File: config.mk
export PLATFORM = sky130hd
export DESIGN_NAME = l1_cache_2way_flat
export DESIGN_NICKNAME = d
export VERILOG_FILES = /design/src/rtl/cache_types.sv /design/src/rtl/l1_cache_2way_if.sv /design/src/rtl/cache_array.sv /design/src/rtl/l1_cache_2way.sv /design/src/flat_wrapper.sv
export SDC_FILE = /design/constraint.sdc
export NUM_CORES = 2
export LEC_CHECK = 0
export BUFFER_PORTS_ARGS = -buffer_cell sky130_fd_sc_hd__buf_2
export CAP_MARGIN = 20
export CELL_PAD_IN_SITES_DETAIL_PLACEMENT = 1
export CELL_PAD_IN_SITES_GLOBAL_PLACEMENT = 1
export CORE_ASPECT_RATIO = 0.5
export CORE_MARGIN = 2
export CORE_UTILIZATION = 48
export CTS_BUF_LIST = sky130_fd_sc_hd__clkbuf_16
export DETAILED_ROUTE_END_ITERATION = 8
export PLACE_DENSITY = 0.86
export SLEW_MARGIN = 20
export SYNTH_ARGS = -nofsm -noshare
export SYNTH_HDL_FRONTEND = slang
export SYNTH_MEMORY_MAX_BITS = 65536
export SYNTH_SLANG_ARGS = --single-unit
File: constraint.sdc
create_clock -name clk -period 5.3 [get_ports clk]
set_input_delay 1.06 -clock clk [delete_from_list [all_inputs] [get_ports clk]]
set_output_delay 1.06 -clock clk [all_outputs]
set_load 0.005 [all_outputs]
File: src/rtl/cache_types.sv
// Shared constants, FSM state type and address-field helpers for the 2-way L1 cache.
package cache_types;

    localparam int unsigned s_index   = 3;
    localparam int unsigned s_offset  = 5;
    localparam int unsigned s_tag     = 32 - s_offset - s_index;
    localparam int unsigned num_sets  = 1 << s_index;
    localparam int unsigned line_bits = 8 << s_offset;
    localparam int unsigned word_sel  = s_offset - 2;

    typedef enum logic [1:0] {
        IDLE,
        WRITEBACK,
        FILL
    } cache_state_t;

    function automatic logic [s_tag-1:0] get_tag(input logic [31:0] addr);
        return addr[31 -: s_tag];
    endfunction

    function automatic logic [s_index-1:0] get_index(input logic [31:0] addr);
        return addr[s_offset +: s_index];
    endfunction

    function automatic logic [word_sel-1:0] get_word(input logic [31:0] addr);
        return addr[s_offset-1:2];
    endfunction

    // Line-aligned physical address for a given tag/set pair.
    function automatic logic [31:0] line_addr(input logic [s_tag-1:0]   tag,
                                              input logic [s_index-1:0] index);
        return {tag, index, {s_offset{1'b0}}};
    endfunction

endpackage

File: src/rtl/l1_cache_2way_if.sv
// CPU-side word handshake and memory-side line handshake bundled for the cache.
interface l1_cache_2way_if;
    import cache_types::*;

    logic                 mem_read;
    logic                 mem_write;
    logic [3:0]           mem_byte_enable;
    logic [31:0]          mem_address;
    logic [31:0]          mem_wdata;
    logic [31:0]          mem_rdata;
    logic                 mem_resp;

    logic                 pmem_read;
    logic                 pmem_write;
    logic [31:0]          pmem_address;
    logic [line_bits-1:0] pmem_wdata;
    logic [line_bits-1:0] pmem_rdata;
    logic                 pmem_resp;

    // The cache itself.
    modport slave (
        input  mem_read, mem_write, mem_byte_enable, mem_address, mem_wdata,
        input  pmem_rdata, pmem_resp,
        output mem_rdata, mem_resp,
        output pmem_read, pmem_write, pmem_address, pmem_wdata
    );

    // The environment: CPU plus physical memory.
    modport master (
        output mem_read, mem_write, mem_byte_enable, mem_address, mem_wdata,
        output pmem_rdata, pmem_resp,
        input  mem_rdata, mem_resp,
        input  pmem_read, pmem_write, pmem_address, pmem_wdata
    );

endinterface

File: src/rtl/cache_array.sv
// Small register array: asynchronous read, synchronous write with per-byte enables.
module cache_array #(
    parameter int unsigned Width      = 8,
    parameter int unsigned Depth      = 8,
    parameter bit          Resettable = 1'b0,
    localparam int unsigned NumBytes  = (Width + 7) / 8,
    localparam int unsigned AddrWidth = $clog2(Depth)
) (
    input  logic                 clk,
    input  logic                 rst,
    input  logic [AddrWidth-1:0] index,
    input  logic [NumBytes-1:0]  we,
    input  logic [Width-1:0]     wdata,
    output logic [Width-1:0]     rdata
);

    logic [Width-1:0] mem_q [Depth];

    assign rdata = mem_q[index];

    // Byte-lane write; the top partial byte of a narrow array shares the last enable.
    always_ff @(posedge clk) begin
        if (Resettable && rst) begin
            for (int d = 0; d < int'(Depth); d++) begin
                mem_q[d] <= '0;
            end
        end else begin
            for (int i = 0; i < int'(Width); i++) begin
                if (we[i / 8]) begin
                    mem_q[index][i] <= wdata[i];
                end
            end
        end
    end

endmodule

File: src/rtl/l1_cache_2way.sv
// 2-way set-associative write-back, write-allocate cache between CPU and line memory.
module l1_cache_2way
    import cache_types::*;
(
    input  logic           clk,
    input  logic           rst,
    l1_cache_2way_if.slave bus
);

    localparam int unsigned LineBytes = line_bits / 8;
    localparam int unsigned TagBytes  = (s_tag + 7) / 8;

    cache_state_t state_q, state_d;
    logic         victim_q, victim_d;

    logic [s_tag-1:0]    req_tag;
    logic [s_index-1:0]  req_index;
    logic [word_sel-1:0] req_word;
    logic                req;
    logic                unused_addr;

    assign req_tag     = get_tag(bus.mem_address);
    assign req_index   = get_index(bus.mem_address);
    assign req_word    = get_word(bus.mem_address);
    assign req         = bus.mem_read | bus.mem_write;
    assign unused_addr = ^bus.mem_address[1:0];

    logic [line_bits-1:0] data_rd [2];
    logic [LineBytes-1:0] data_we [2];
    logic [line_bits-1:0] data_wd;
    logic [s_tag-1:0]     tag_rd  [2];
    logic                 tag_we  [2];
    logic                 valid_rd[2];
    logic                 valid_we[2];
    logic                 dirty_rd[2];
    logic                 dirty_we[2];
    logic                 dirty_wd;
    logic                 lru_rd, lru_we, lru_wd;
    logic [1:0]           hit;
    logic                 hit_any, hit_way, victim_sel;

    for (genvar w = 0; w < 2; w++) begin : g_way
        cache_array #(.Width(line_bits), .Depth(num_sets), .Resettable(1'b0)) u_data (
            .clk(clk), .rst(rst), .index(req_index),
            .we(data_we[w]), .wdata(data_wd), .rdata(data_rd[w])
        );
        cache_array #(.Width(s_tag), .Depth(num_sets), .Resettable(1'b0)) u_tag (
            .clk(clk), .rst(rst), .index(req_index),
            .we({TagBytes{tag_we[w]}}), .wdata(req_tag), .rdata(tag_rd[w])
        );
        cache_array #(.Width(1), .Depth(num_sets), .Resettable(1'b1)) u_valid (
            .clk(clk), .rst(rst), .index(req_index),
            .we(valid_we[w]), .wdata(1'b1), .rdata(valid_rd[w])
        );
        cache_array #(.Width(1), .Depth(num_sets), .Resettable(1'b1)) u_dirty (
            .clk(clk), .rst(rst), .index(req_index),
            .we(dirty_we[w]), .wdata(dirty_wd), .rdata(dirty_rd[w])
        );
        assign hit[w] = valid_rd[w] && (tag_rd[w] == req_tag);
    end

    cache_array #(.Width(1), .Depth(num_sets), .Resettable(1'b1)) u_lru (
        .clk(clk), .rst(rst), .index(req_index),
        .we(lru_we), .wdata(lru_wd), .rdata(lru_rd)
    );

    assign hit_any    = |hit;
    assign hit_way    = ~hit[0];
    // Fill an empty way first; only evict by lru once the set is full.
    assign victim_sel = !valid_rd[0] ? 1'b0 : (!valid_rd[1] ? 1'b1 : lru_rd);

    assign bus.mem_rdata  = data_rd[hit_way][{req_word, 5'b0} +: 32];
    assign bus.pmem_wdata = data_rd[victim_q];

    // FSM state and the victim way chosen on a miss.
    always_ff @(posedge clk) begin
        if (rst) begin
            state_q  <= IDLE;
            victim_q <= 1'b0;
        end else begin
            state_q  <= state_d;
            victim_q <= victim_d;
        end
    end

    // Next state, handshake outputs and array write strobes.
    always_comb begin
        state_d          = state_q;
        victim_d         = victim_q;
        bus.mem_resp     = 1'b0;
        bus.pmem_read    = 1'b0;
        bus.pmem_write   = 1'b0;
        bus.pmem_address = line_addr(req_tag, req_index);
        data_wd          = {(line_bits / 32){bus.mem_wdata}};
        dirty_wd         = 1'b0;
        lru_we           = 1'b0;
        lru_wd           = ~hit_way;
        for (int w = 0; w < 2; w++) begin
            data_we[w]  = '0;
            tag_we[w]   = 1'b0;
            valid_we[w] = 1'b0;
            dirty_we[w] = 1'b0;
        end
        if (!rst) begin
            unique case (state_q)
                IDLE: begin
                    if (req && hit_any) begin
                        bus.mem_resp = 1'b1;
                        lru_we       = 1'b1;
                        if (bus.mem_write) begin
                            data_we[hit_way]  = LineBytes'(bus.mem_byte_enable) << {req_word, 2'b00};
                            dirty_we[hit_way] = 1'b1;
                            dirty_wd          = 1'b1;
                        end
                    end else if (req) begin
                        victim_d = victim_sel;
                        state_d  = (valid_rd[victim_sel] && dirty_rd[victim_sel]) ? WRITEBACK : FILL;
                    end
                end
                WRITEBACK: begin
                    bus.pmem_write   = 1'b1;
                    bus.pmem_address = line_addr(tag_rd[victim_q], req_index);
                    if (bus.pmem_resp) begin
                        state_d = FILL;
                    end
                end
                FILL: begin
                    bus.pmem_read = 1'b1;
                    if (bus.pmem_resp) begin
                        data_wd            = bus.pmem_rdata;
                        data_we[victim_q]  = '1;
                        tag_we[victim_q]   = 1'b1;
                        valid_we[victim_q] = 1'b1;
                        dirty_we[victim_q] = 1'b1;
                        state_d            = IDLE;
                    end
                end
                default: state_d = IDLE;
            endcase
        end
    end

endmodule

File: src/flat_wrapper.sv
// flat-port wrapper written by rule: the top's interface ports become plain ports
module l1_cache_2way_flat import cache_types::*;
  (clk, rst, bus_mem_read, bus_mem_write, bus_mem_byte_enable, bus_mem_address, bus_mem_wdata, bus_pmem_rdata, bus_pmem_resp, bus_mem_rdata, bus_mem_resp, bus_pmem_read, bus_pmem_write, bus_pmem_address, bus_pmem_wdata);
  l1_cache_2way_if bus_i ();
  input  logic clk;
  input  logic rst;
  input wire logic [$bits(bus_i.mem_read)-1:0] bus_mem_read;
  input wire logic [$bits(bus_i.mem_write)-1:0] bus_mem_write;
  input wire logic [$bits(bus_i.mem_byte_enable)-1:0] bus_mem_byte_enable;
  input wire logic [$bits(bus_i.mem_address)-1:0] bus_mem_address;
  input wire logic [$bits(bus_i.mem_wdata)-1:0] bus_mem_wdata;
  input wire logic [$bits(bus_i.pmem_rdata)-1:0] bus_pmem_rdata;
  input wire logic [$bits(bus_i.pmem_resp)-1:0] bus_pmem_resp;
  output wire logic [$bits(bus_i.mem_rdata)-1:0] bus_mem_rdata;
  output wire logic [$bits(bus_i.mem_resp)-1:0] bus_mem_resp;
  output wire logic [$bits(bus_i.pmem_read)-1:0] bus_pmem_read;
  output wire logic [$bits(bus_i.pmem_write)-1:0] bus_pmem_write;
  output wire logic [$bits(bus_i.pmem_address)-1:0] bus_pmem_address;
  output wire logic [$bits(bus_i.pmem_wdata)-1:0] bus_pmem_wdata;
  assign bus_i.mem_read = bus_mem_read;
  assign bus_i.mem_write = bus_mem_write;
  assign bus_i.mem_byte_enable = bus_mem_byte_enable;
  assign bus_i.mem_address = bus_mem_address;
  assign bus_i.mem_wdata = bus_mem_wdata;
  assign bus_i.pmem_rdata = bus_pmem_rdata;
  assign bus_i.pmem_resp = bus_pmem_resp;
  assign bus_mem_rdata = bus_i.mem_rdata;
  assign bus_mem_resp = bus_i.mem_resp;
  assign bus_pmem_read = bus_i.pmem_read;
  assign bus_pmem_write = bus_i.pmem_write;
  assign bus_pmem_address = bus_i.pmem_address;
  assign bus_pmem_wdata = bus_i.pmem_wdata;
  l1_cache_2way u_core (.clk(clk), .rst(rst), .bus(bus_i));
endmodule
==> results of run 1 <==
-- cell families after synthesis --
kind of cell              after synthesis  synth area share [%]
DFF                                  4523                  77.1
xor gates and xnor gates               31                 0.154
muxes                                 573                  3.95
AOI/OAI and AO/OA                    2609                  10.6
other                                   1               0.00213
and+or+nand+nor                      2550                  6.36
buffers and inverters                 800                  1.86
-- what timing repair did --
item                                    4_1_cts
gates cloned                                 18
pin swaps                                   104
resized for setup                           555
setup buffers                                64
hold buffers                                  0
endpoints found under the setup margin      133
-- metrics by stage --
step	setup TNS (ps)	cell area (sq um)	cells	worst slack [ps]	util, %
after detailed placement	-2677940	201000	18000	-1770	55.1
after global placement	-1598850	201000	18000	-1730	55.1
after floorplan	0	176000	11100	53.6	-
after CTS	-19160	218000	18800	-666	59.6
-- Yosys cell counts (5+ instances only) --
master,instances,area [sq um]
a211oi_1,41,308
a21oi_1,402,2010
a221o_1,10,100
a221oi_1,161,1410
a222oi_1,83,831
a22o_1,56,490
a22oi_1,1449,10900
a31oi_1,50,313
and2_1,13,81.3
and3_1,57,357
and4_1,78,683
buf_1,160,601
buf_2,117,586
buf_4,14,105
buf_6,9,101
clkbuf_1,476,1790
dfxtp_1,19,380
edfxtp_1,4504,135000
inv_1,22,82.6
mux2_2,180,2030
mux2i_1,314,3140
mux4_2,79,1780
nand2_1,797,2990
nand2_2,8,50.1
nand2b_1,28,175
nand3_1,42,210
nand4_1,251,1570
nor2_1,1172,4400
nor2b_1,15,93.8
nor3_1,41,205
nor4_1,10,62.6
o2111ai_1,20,175
o211ai_1,49,368
o21a_1,9,67.6
o21ai_0,177,886
o21bai_1,8,60.1
o221ai_1,7,61.3
o22a_1,8,70.1
o22ai_1,56,350
or3_1,17,106
or4_1,5,37.5
xnor2_1,18,158
xor2_1,13,114
==> reports/metrics.csv, run 1 <==
stage,metric,value,unit
placed_design,gp_congestion,0.975,
die,start_util,48.1,%
status,outcome,did not finish,
status,lastStage,global routing,
die,fp.dieH,432,microns
clock_network,clockBufferDepth,4,
placed_design,numPortBuffers,644,
synthesis,yosys_most_used_dff,edfxtp_1,
die,fp-row-count,157,
synthesis,ys_seq_elements,4523,
synthesis,ys_types,65,
clock_network,numCtsBuffers,394,
clock_network,htreeDepth,5,
synthesis,synth_cells,11100,
global_route,grt_max_degree,131,
die,die_w,860,microns
synthesis,synthesis.area,176000,sq um
die,io_pins,652,
synthesis,yosysWarnings,0,
synthesis,avgSynthCellArea,15.9,sq um
clock_network,cts_num_sinks,4523,
synthesis,synth_async_sr_flop_share,0,%
synthesis,seq_area_frac_synth,77.1,%
clock_network,cts-root-buf,clkbuf_16,
status,firstError,"[ERROR GRT-0228] Horizontal edge usage exceeds the maximum allowed. (42, 33) usage=65535 limit=3200",
placed_design,dp_hpwl,540000,microns
synthesis,synth_edf_count,4504,
==> inputs of run 2 (changes only) <==
--- a/config.mk
+++ b/config.mk
@@ -7,14 +7,10 @@
 export LEC_CHECK = 0
 export BUFFER_PORTS_ARGS = -buffer_cell sky130_fd_sc_hd__buf_2
 export CAP_MARGIN = 20
-export CELL_PAD_IN_SITES_DETAIL_PLACEMENT = 1
-export CELL_PAD_IN_SITES_GLOBAL_PLACEMENT = 1
-export CORE_ASPECT_RATIO = 0.5
 export CORE_MARGIN = 2
-export CORE_UTILIZATION = 48
-export CTS_BUF_LIST = sky130_fd_sc_hd__clkbuf_16
+export CORE_UTILIZATION = 40
 export DETAILED_ROUTE_END_ITERATION = 8
-export PLACE_DENSITY = 0.86
+export PLACE_DENSITY_LB_ADDON = 0.15
 export SLEW_MARGIN = 20
 export SYNTH_ARGS = -nofsm -noshare
 export SYNTH_HDL_FRONTEND = slang
==> constraint.sdc (replaced) <==
create_clock -name clk -period 6.9 [get_ports clk]
set_input_delay 1.38 -clock clk [delete_from_list [all_inputs] [get_ports clk]]
set_output_delay 1.38 -clock clk [all_outputs]
set_load 0.005 [all_outputs]
==> run 2 against run 1 <==
  * The run now ends clean
  * Synthesized cell count stayed put
  * Area after synthesis is the same
==> reports/metrics.csv, run 2 <==
stage,metric,value,unit,change
power_and_ir_drop,pwr-share-clk,41.2,%,
timing,tightest_slew,1170,ps,
die,fp.dieArea,445000,sq um,
timing,fin_ws,48.4,ps,
synthesis,yosysTopAreaCell,edfxtp_1,,
timing,slew_violations,0,,
route,dr.pass1.iters,6,,
cells_and_area,fillers,37300,,
critical_path,r2r-start,u_core.g_way[0].u_tag.mem_q[7][22],,
synthesis,ys_types,65,,unchanged
run,drv_cap,0,,
timing,period_share,99.3,%,
cells_and_area,top_register,u_core.g_way.u_data.mem_q,,
placed_design,dp_hpwl,482000,microns,-11%
clock_network,numCtsBuffers,466,,+18%
die,io_pins,652,,unchanged
route,route.vias.total,117000,,
cells_and_area,final_common_cell,edfxtp_1,,
global_route,grt_pass1_wl,951000,microns,
power_and_ir_drop,seqPwrFrac,50.7,%,
timing,finClkSkew,72.9,ps,
critical_path,cp.required,5520,ps,
cells_and_area,largest_reg_flops,4096,,
clock_network,htreeDepth,5,,unchanged
power_and_ir_drop,internal_power,0.0458,W,
synthesis,synth_top_cell_area_share,76.9,%,unchanged
power_and_ir_drop,total_power,0.0601,W,
global_route,grt_pass1_vias,113000,,
synthesis,synth_async_sr_flop_share,0,%,unchanged
route,dr.first_iter.drc_count,17800,,
placed_design,gp_congestion,0.913,,-6.4%
timing,final_hold_viol_count,0,,
critical_path,start_kind,input port,,
critical_path,crit_arrival,5470,ps,
critical_path,critPathLaunch,bus_mem_address[5],,
cells_and_area,mostFrequentLayoutCells,"edfxtp_1 (4504), buf_4 (1528), a22oi_1 (1449)",,
cells_and_area,multi_input_area,37700,sq um,
cells_and_area,drive_above_1_share,25.0,%,
die,coreArea,438000,sq um,
synthesis,yosys_most_used_dff,edfxtp_1,,
synthesis,seq_area_frac_synth,77.1,%,unchanged
die,die_w,667,microns,-22%
clock_network,clock_latency,1060,ps,
placed_design,dp_slack,-540,ps,+1230 ps
clock_network,clk_pin_slew,60,ps,
die,start_util,40.2,%,-8.0 points
power_and_ir_drop,power_density,281,nW/um^2,
power_and_ir_drop,p_comb_share,8.0,%,
timing,finalWorstPathRequiredPeriod,6850,ps,
synthesis,synth_common_cells,"edfxtp_1 (4504), a22oi_1 (1449), nor2_1 (1172)",,
cells_and_area,syn_to_final_growth,21.6,%,
timing,fmax,146,MHz,
synthesis,synth_edf_count,4504,,unchanged
synthesis,synthesis.area,176000,sq um,unchanged
route,final_antenna_net_count,0,,
route,drt-wirelength-per-cell,36.8,microns,
synthesis,ys_seq_elements,4523,,unchanged
power_and_ir_drop,p_leak,72.4,nW,
route,routed_wl,711000,microns,
die,fp.dieH,667,microns,+54%
cells_and_area,reg_top3,"u_core.g_way.u_data.mem_q: 4096 flops, u_core.g_way.u_tag.mem_q: 384 flops",,
synthesis,synth_cells,11100,,unchanged
clock_network,cts_tree,yes,,
critical_path,critPathKind,input port to output pin,,
clock_network,ctsHoldBuffers,0,,unchanged
worst_hold_path,hp-start,u_core.g_way[0].u_valid.mem_q[4],,
placed_design,numPortBuffers,644,,unchanged
clock_network,clockBufferDepth,4,,unchanged
synthesis,yosysWarnings,0,,unchanged
timing,slew_headroom,21.9,%,
status,outcome,"finished, final reports clean",,
power_and_ir_drop,ir_drop,0.000261,V,
global_route,gr-total-overflow,0,,
power_and_ir_drop,p_switching,0.0143,W,
die,fp-row-count,243,,+55%
synthesis,synth.most_common_cell,edfxtp_1,,
clock_network,cts-root-buf,clkbuf_16,,
critical_path,cp-end-kind,output pin,,
critical_path,path_max_fanout,14,,
route,drc_errors,0,,
timing,whs,462,ps,
global_route,grt_max_degree,120,,
cells_and_area,nNetsFinal,13500,,
worst_hold_path,hold_class,register to register,,
power_and_ir_drop,swShare,23.7,%,
global_route,grt.total_usage,31.0,%,
timing,setup_viol,0,,
route,avgViaCountPerCell,6.07,,
global_route,antenna_found_initial,68,,
cells_and_area,regArea,136000,sq um,
synthesis,synth_area_leaders,"edfxtp_1 (77%), a22oi_1 (6.2%), nor2_1 (2.5%)",,
clock_network,cts_num_sinks,4523,,unchanged
synthesis,avgSynthCellArea,15.9,sq um,unchanged
run 2: power by group through the flow:
| stage | combinational [W] | sequential, W | clock [W] |
|---|---|---|---|
| CTS | 0.00475 | 0.0305 | 0.0250 |
| detailed placement | 0.00472 | 0.0310 | 0 |
| global route | 0.00498 | 0.0305 | 0.0260 |
| floorplan | 0.00180 | 0.0310 | 0 |
| global placement | 0.00467 | 0.0310 | 0 |
| finish | 0.00483 | 0.0305 | 0.0248 |
run 2: worst max-delay path: stages:
cell and delay, ps:
buf_16 140, buf_12 120, mux4_2 520, mux2i_4 190, xor2_1 170, buf_4 150
nor4bb_4 380, buf_4 190, and4_4 280, buf_12 190, buf_6 230, buf_4 180
a211oi_1 70, a211oi_1 290, buf_4 260, o2111ai_2 260, buf_4 240, buf_2 130
run 2: per-layer routing:
layer	global-route usage (%)	vias up	part of all wire, %
met5	0	-	0.0060
met3	5.83	1188	9.4
met4	15.9	8	6.0
li1	-	48500	-
met2	49.7	7076	47
met1	40.3	60400	38
run 2: layout make-up:
type / count / share of cell area (%)
inverter: 24 / 0.0492
clock inverter: 290 / 1.29
sequential: 4523 / 63.4
clock buffer: 566 / 5.67
multi-input combinational: 5768 / 17.6
timing repair buffer: 2348 / 8.53
tap: 5757 / 3.37
antenna: 29 / 0.0339
run 2: worst paths after layout:
kind                                                to  slack, ps  cells after the start
hold / removal        u_core.g_way[0].u_valid.mem_q[4]        460                      2
hold reg to reg       u_core.g_way[0].u_valid.mem_q[4]        460                      2
setup / recovery                     bus_mem_rdata[28]         50                     18
setup reg to reg  u_core.g_way[0].u_data.mem_q[2][102]       2170                     16
run 2: what timing repair did:
item / 4_1_cts / 5_1_grt
cloned: 1 / 1
pin swaps: 3 / 8
setup endpoints to repair: 32 / 29
buffers inserted: 5 / 5
gates resized for setup: 32 / 53
run 2: kinds of logic (layout without fill, tap and decap cells):
kind of cell	after synthesis	in the layout	share of synthesized area [%]
flip-flops	4523	4523	77.1
XOR/XNOR	31	31	0.154
multiplexers	573	573	3.95
buffers and inverters	800	3228	1.86
AND/OR/NAND/NOR	2550	2550	6.36
other	1	34	0.00213
AO/OA/AOI/OAI	2609	2609	10.6
run 2: metrics by stage:
stage,cell area [sq um],utilization (%),std cells,setup TNS [ps]
after floorplan,176000,-,11100,0
after global placement,198000,45.3,18400,-9830
after detailed placement,198000,45.3,18400,-10610
after CTS,213000,48.7,19300,0
after global routing,214000,48.8,19300,-55.8
final,214000,48.8,19300,0
(Power assumes the default switching activity.)
